===== config.mk =====
export PLATFORM = sky130hd
export DESIGN_NAME = conv1_maxpool
export DESIGN_NICKNAME = d
export VERILOG_FILES = /design/src/rtl/conv1_maxpool.sv
export SDC_FILE = /design/constraint.sdc
export NUM_CORES = 1
export LEC_CHECK = 0
export ABC_AREA = 1
export CORE_ASPECT_RATIO = 1.2
export CORE_MARGIN = 4
export CORE_UTILIZATION = 50
export DETAILED_ROUTE_END_ITERATION = 7
export PLACE_DENSITY = 0.66
export SYNTH_ARGS = -nofsm -noshare
export SYNTH_HDL_FRONTEND = slang
export SYNTH_SLANG_ARGS = --single-unit
export TNS_END_PERCENT = 50

===== constraint.sdc =====
create_clock -name clk -period 9.3 [get_ports clk]
set_input_delay 0.93 -clock clk [delete_from_list [all_inputs] [get_ports clk]]
set_output_delay 0.93 -clock clk [all_outputs]
set_load 0.02 [all_outputs]

===== src/rtl/conv1_maxpool.sv =====
// conv1_maxpool: 2x2 / stride-2 max pooling over three signed channels that
// arrive together in raster order. The even row of each window pair is
// reduced to per-column maxima held in a line buffer. The odd row then
// completes each window. A single output register with a valid/ready
// handshake holds each result until downstream consumes it.
//
// state  | meaning
// S_EVEN | current input row is even; pair maxima go into the line buffer
// S_ODD  | current input row is odd; pair maxima complete pooled results
module conv1_maxpool #(
    parameter int IN_WIDTH  = 22,
    parameter int IN_HEIGHT = 22,
    parameter int DATA_BITS = 23,
    parameter int RELU      = 1
) (
    input  logic                        clk,
    input  logic                        rst_n,
    input  logic                        valid_in,
    input  logic signed [DATA_BITS-1:0] conv_in_1,
    input  logic signed [DATA_BITS-1:0] conv_in_2,
    input  logic signed [DATA_BITS-1:0] conv_in_3,
    output logic                        maxpool_ready,
    input  logic                        next_ready,
    output logic signed [DATA_BITS-1:0] pool_out_1,
    output logic signed [DATA_BITS-1:0] pool_out_2,
    output logic signed [DATA_BITS-1:0] pool_out_3,
    output logic                        valid_out,
    output logic                        frame_done
);

    localparam int CW = $clog2(IN_WIDTH);
    localparam int RW = $clog2(IN_HEIGHT);
    localparam int HW = IN_WIDTH / 2;
    localparam logic [CW-1:0] COL_LAST = CW'(IN_WIDTH - 1);
    localparam logic [RW-1:0] ROW_LAST = RW'(IN_HEIGHT - 1);

    typedef enum logic {S_EVEN, S_ODD} state_t;

    state_t state, state_next;

    logic [CW-1:0] col;
    logic [RW-1:0] row;
    logic [CW-2:0] lb_idx;
    logic          accept;
    logic          col_end;
    logic          load;
    logic          last_result;
    logic          out_last;

    logic signed [DATA_BITS-1:0] sample  [3];
    logic signed [DATA_BITS-1:0] hold    [3];
    logic signed [DATA_BITS-1:0] pairmax [3];
    logic signed [DATA_BITS-1:0] result  [3];
    logic signed [DATA_BITS-1:0] pool_q  [3];
    logic signed [DATA_BITS-1:0] line_buf [3][HW];

    function automatic logic signed [DATA_BITS-1:0] smax(
        input logic signed [DATA_BITS-1:0] a,
        input logic signed [DATA_BITS-1:0] b
    );
        return (a > b) ? a : b;
    endfunction

    assign sample[0] = conv_in_1;
    assign sample[1] = conv_in_2;
    assign sample[2] = conv_in_3;

    // A held result blocks upstream until downstream takes it.
    assign maxpool_ready = !valid_out || next_ready;
    assign accept        = valid_in && maxpool_ready;
    assign col_end       = (col == COL_LAST);
    assign lb_idx        = col[CW-1:1];
    assign load          = accept && col[0] && (state == S_ODD);
    assign last_result   = (row == ROW_LAST) && col_end;
    assign frame_done    = valid_out && next_ready && out_last;

    assign pool_out_1 = pool_q[0];
    assign pool_out_2 = pool_q[1];
    assign pool_out_3 = pool_q[2];

    // State register for the even/odd row phase.
    always_ff @(posedge clk) begin
        if (!rst_n) state <= S_EVEN;
        else        state <= state_next;
    end

    // Row phase flips after the last column of every row.
    always_comb begin
        state_next = state;
        if (accept && col_end) begin
            case (state)
                S_EVEN:  state_next = S_ODD;
                S_ODD:   state_next = S_EVEN;
                default: state_next = S_EVEN;
            endcase
        end
    end

    // Raster position; advances only on accepted samples.
    always_ff @(posedge clk) begin
        if (!rst_n) begin
            col <= '0;
            row <= '0;
        end else if (accept) begin
            if (col_end) begin
                col <= '0;
                row <= (row == ROW_LAST) ? '0 : row + RW'(1);
            end else begin
                col <= col + CW'(1);
            end
        end
    end

    // Horizontal pair maximum, then vertical maximum against the buffered even row.
    always_comb begin
        for (int c = 0; c < 3; c++) begin
            pairmax[c] = smax(hold[c], sample[c]);
            result[c]  = smax(line_buf[c][lb_idx], pairmax[c]);
            if (RELU != 0 && result[c][DATA_BITS-1]) result[c] = '0;
        end
    end

    // Left sample of each column pair.
    always_ff @(posedge clk) begin
        if (!rst_n) begin
            for (int c = 0; c < 3; c++) hold[c] <= '0;
        end else if (accept && !col[0]) begin
            for (int c = 0; c < 3; c++) hold[c] <= sample[c];
        end
    end

    // Line buffer is never reset: even rows always fill it before odd rows read it.
    always_ff @(posedge clk) begin
        if (accept && col[0] && state == S_EVEN) begin
            for (int c = 0; c < 3; c++) line_buf[c][lb_idx] <= pairmax[c];
        end
    end

    // Output register: a new result may load in the same cycle the old one drains.
    always_ff @(posedge clk) begin
        if (!rst_n) begin
            for (int c = 0; c < 3; c++) pool_q[c] <= '0;
            valid_out <= 1'b0;
            out_last  <= 1'b0;
        end else if (load) begin
            for (int c = 0; c < 3; c++) pool_q[c] <= result[c];
            valid_out <= 1'b1;
            out_last  <= last_result;
        end else if (next_ready) begin
            valid_out <= 1'b0;
        end
    end

endmodule


---- Yosys cells after proc, flatten, opt, wreduce, memory -nomap -nowiden ----
Memories as Yosys holds them, arrays and structs flattened.
Cells that the tools add are included.
word-level totals
  RAM bits ................................ 894
  memories kept ........................... 3
  flip-flop bits (word level) ............. 13
  output and inout port bits .............. 72
  input port bits ......................... 73
cells by class
  reduce and logical (&&, ||, !) cells .... 15
  equal/unequal tests ..................... 2
  mux-type cells .......................... 40
  bitwise gates (word level) .............. 8
  order comparisons ....................... 8
  add/subtract/negate cells ............... 2
memories
  name      words  bits a word  read ports  clocked after Yosys merged registers in  wr ports  RTL line  source
  line_buf  3      253          3           0                                        3         55        logic signed [DATA_BITS-1:0] line_buf [3][HW];
  hold      3      23           3           0                                        3         51        logic signed [DATA_BITS-1:0] hold [3];
  pool_q    3      22           3           0                                        3         54        logic signed [DATA_BITS-1:0] pool_q [3];
operators with widths
  operator             count
  $mux 23              16
  $bmux 23 s4          3
  $mux 253             1
  $gt 23x23->1         6
  $mux 22              6
  $demux 23 s4         1
  $add 5x1->5 const B  2
  $eq 5x5->1 const B   2
  $logic_and 1x1->1    10
  $mux 1               10
  $mux 5               2
  $or 1x1->1           6
  $ge 5x5->1 const B   1
  $lt 5x1->1 const B   1
  $not 4->5            1
  $logic_not 1->1      2
  $pmux 1 s2           1
  $reduce_and 2->1     1
  $reduce_bool 2->1    1
  $logic_or 1x1->1     1
  $not 1->1            1

---- Depth between registers and ports, before layout ----
  depth after elaboration ................. 9
  mapped depth ............................ 33
  gate-level depth less buffers ........... 31

---- Worst setup path before layout ----
No wires, ideal clock.
  kind .................................... input to register
  from .................................... input port next_ready
  to ...................................... memory line_buf[0][0] (netlist bit), enable pin
  setup time .............................. 581 ps
  arrival time ............................ 6,419 ps
  stages on the path ...................... 8
  slack ................................... 2,299 ps
  buffers on the path ..................... 0
  cell sequence ........................... inv_1 -> nand2_1 -> nand2_1 -> nor2_1 -> inv_1 -> nor2_1 -> inv_1 -> nor3_1
RTL lines
  element             RTL line  source
  start: declaration  23        input logic next_ready,
  end: declaration    55

==> results.txt <==
Worst Path Class, Setup: primary input to register
Final non-filler cell area: 45300 um2
Core Rows: 113
Kind of end point of the critical path: register
Final HPWL DP: 56.7 mm
Die area: 84800 um2
Fmax: 159 MHz
Vias: 25800
Setup TNS: 0 ns
Critical Path Fanout Max: 24
Clock tree buffer depth: 3
Startpoint type of the worst setup path: primary input
Postcts setup bufs: 0
Max capacitance violation total: 0
Core box area: 79300 um2
Starting Density: 0.505
Main area contributors after synthesis: edfxtp_1, nand2_1, a22oi_1, ha_1, inv_1
PnR worst setup slack: 3.02 ns
Min-delay src: state
Global placement routability congestion: 0.890
Crit-path slowest cell: nand4_1
Final wirelength: 98.3 mm
Max-slew headroom: 0.220
Starting DRT DRC Count: 2318
Netlist cell types: 40
Placed Instances: 4428
Share of layout cells above drive strength 1: 0.0582
Status: finished, violations left
Post-synth top area cell: edfxtp_1
Synth Register Bits: 907
Fin. Hold Viols: 0
CTS Hold Bufs: 0
Leakage: 0.0173 uW
Post-Layout Cell Count: 4592
CTS tree: done
CP cell instances: clkdlybuf4s50_1, inv_1, ha_1, nand2_1, nor2_2, inv_1, nor4_1, nand4_1, nand3b_1, nand2_1, ha_1, nand2_1, nor2_2, nand3_1, nor2_1, nand2_1, nand4_1, nand2_1, nand2_1, inv_1, nand2_1, nand2_1, inv_1, nor2_1
Post-Synthesis Cells: 3363
Total global routing overflow: 0
Critical Path Most Common Cell: nand2_1
Vias in the first global route: 25600
Slew Viols, Final: 0
Final Net Count: 3700
CP bufs+invs: 5
Clock latency on the worst-skew pair: 0.66 ns
Seq/Total Area, Yosys: 0.676
Failing checks: design-rule violations
RSZ-0062 raised after global routing: false
H-tree levels: 3
CTS root buf: clkbuf_16
Number of remaining DRC errors: 2
DRT Pass-1 Iters: 8
Port bufs: 141
Pin count of the biggest net entering global routing: 172
Area after DPL: 42400 um2
Crit path DAT: 6.66 ns
Initial antenna violation count: 2
Post_cts resized: 0
Wirelength per Cell: 21.4 um
Max stage delay on crit path: 0.85 ns
Die width: 266 um
Fin crit period: 6.28 ns
Die height: 318 um
Period utilization: 0.675
Num CTS Buffers: 90
Max IR drop VDD: 0.135 mV
Sink Count: 907
Slew @ Worst Pin: 1.17 ns
Io pins: 145
Kind of cell adding the most delay to the critical path: simple AND/OR/NAND/NOR gates
Avg Cell Area, Syn: 11.9 um2
Hold Path Class: register to register
Vias per cell: 5.62
Mapped cell area: 40100 um2
Clock Skew: 0.0306 ns
Worst-path clk slew: 0.06 ns
Global Route Usage Sum: 0.228
First-pass GRT wire length: 150 mm
Worst r2r src: hold[0][22]
Fin util: 0.571
Yosys warning count: 0
Worst Setup SP: conv_in_1[22]
Dpl ws: 2.50 ns
PwrDens: 218 nW/um2
Top-area cell type share of the netlist area: 0.670
Post-DRT Antenna Nets: 0
Worst EP required: 9.69 ns
Final setup viols: 0
Area delta synth->final: 13.0%
-- layout make-up --
type | instances | area [um2]
Clock inverter | 58 | 588
Timing Repair Buffer | 179 | 1720
Sequential cell | 907 | 27100
Multi-Input combinational cell | 1936 | 10900
Clock buffer | 105 | 2350
Fill cell | 6450 | 34000
Antenna cell | 1 | 2.50
Inverter | 371 | 1400
Tap cell | 1035 | 1290
-- synthesized netlist by cell type (all sizes together) --
| master | number |
|---|---|
| a221oi | 1 |
| or2 | 1 |
| nand3b | 6 |
| and3 | 1 |
| and2 | 3 |
| inv | 371 |
| ha | 142 |
| nor2 | 205 |
| o211a | 1 |
| buf | 119 |
| nor3b | 2 |
| o211ai | 1 |
| nand2 | 742 |
| o21ai | 10 |
| a21boi | 47 |
| edfxtp | 894 |
| nor4 | 8 |
| nand3 | 219 |
| o21a | 2 |
| a21o | 8 |
| nand4 | 30 |
| a211oi | 1 |
| nor3 | 16 |
| xor2 | 2 |
| a211o | 47 |
| a21oi | 147 |
| conb | 1 |
| a22oi | 276 |
| dfxtp | 13 |
| clkbuf | 32 |
| a31oi | 15 |
-- state kept, by name, indices dropped and copies added (netlist names) --
register   cells
col            5
hold          69
line_buf     759
out_last       1
pool_q        66
row            5
state          1
valid_out      1
-- final timing paths --
path,slack (ns),end,cells past startpoint
worst max-delay path,3.02,pool_q[0][11],24
worst min register to register,0.49,state,1
worst min-delay path,0.49,state,1
worst max register to register,3.45,pool_q[0][11],22
-- where the power goes --
part	internal [uW]	switching, uW
clock network	2090	1530
registers	4750	24.8
logic	434	1060
-- metrics by stage --
step,power [uW],hold WS [ns]
2_1_floorplan,5910,0.444
3_3_place_gp,6310,0.460
3_5_place_dp,6330,0.464
4_1_cts,9940,0.483
5_1_grt,10300,0.498
6_report,9880,0.485
-- cells in the final DEF, fill, tap and decap left out, types with 9 or more instances in the layout --
cell type,instances
clkbuf_1,13
a21boi_0,19
a211o_1,47
nor2_4,9
edfxtp_1,894
a22oi_1,276
dfxtp_1,13
bufinv_16,10
ha_1,142
o21ai_0,10
nor3_1,9
a21boi_1,28
nand4_1,30
a21oi_1,147
clkbuf_16,92
inv_1,367
clkinv_2,20
buf_4,36
nand2_1,736
clkinv_1,15
nand3_1,216
a31oi_1,15
clkdlybuf4s50_1,141
nor2_1,192
-- cells by family (layout without fill, tap and decap cells) --
kind of cell / count (synthesis) / after routing / share of synthesized area
AOI/OAI and AO/OA: 556 / 556 / 0.0954
xor gates and xnor gates: 2 / 2 / 0.000437
adders and majority gates: 142 / 142 / 0.0443
buffers and inverters: 522 / 713 / 0.0560
DFF: 907 / 907 / 0.676
other: 1 / 4 / 0.0000936
and+or+nand+nor: 1233 / 1233 / 0.127
-- routing by layer --
layer	global-route usage	routed length (um)
met3	0.0311	5740
met4	0.0732	2530
met1	0.300	40700
met2	0.394	49300
met5	0	0
(Power assumes the default switching activity.)
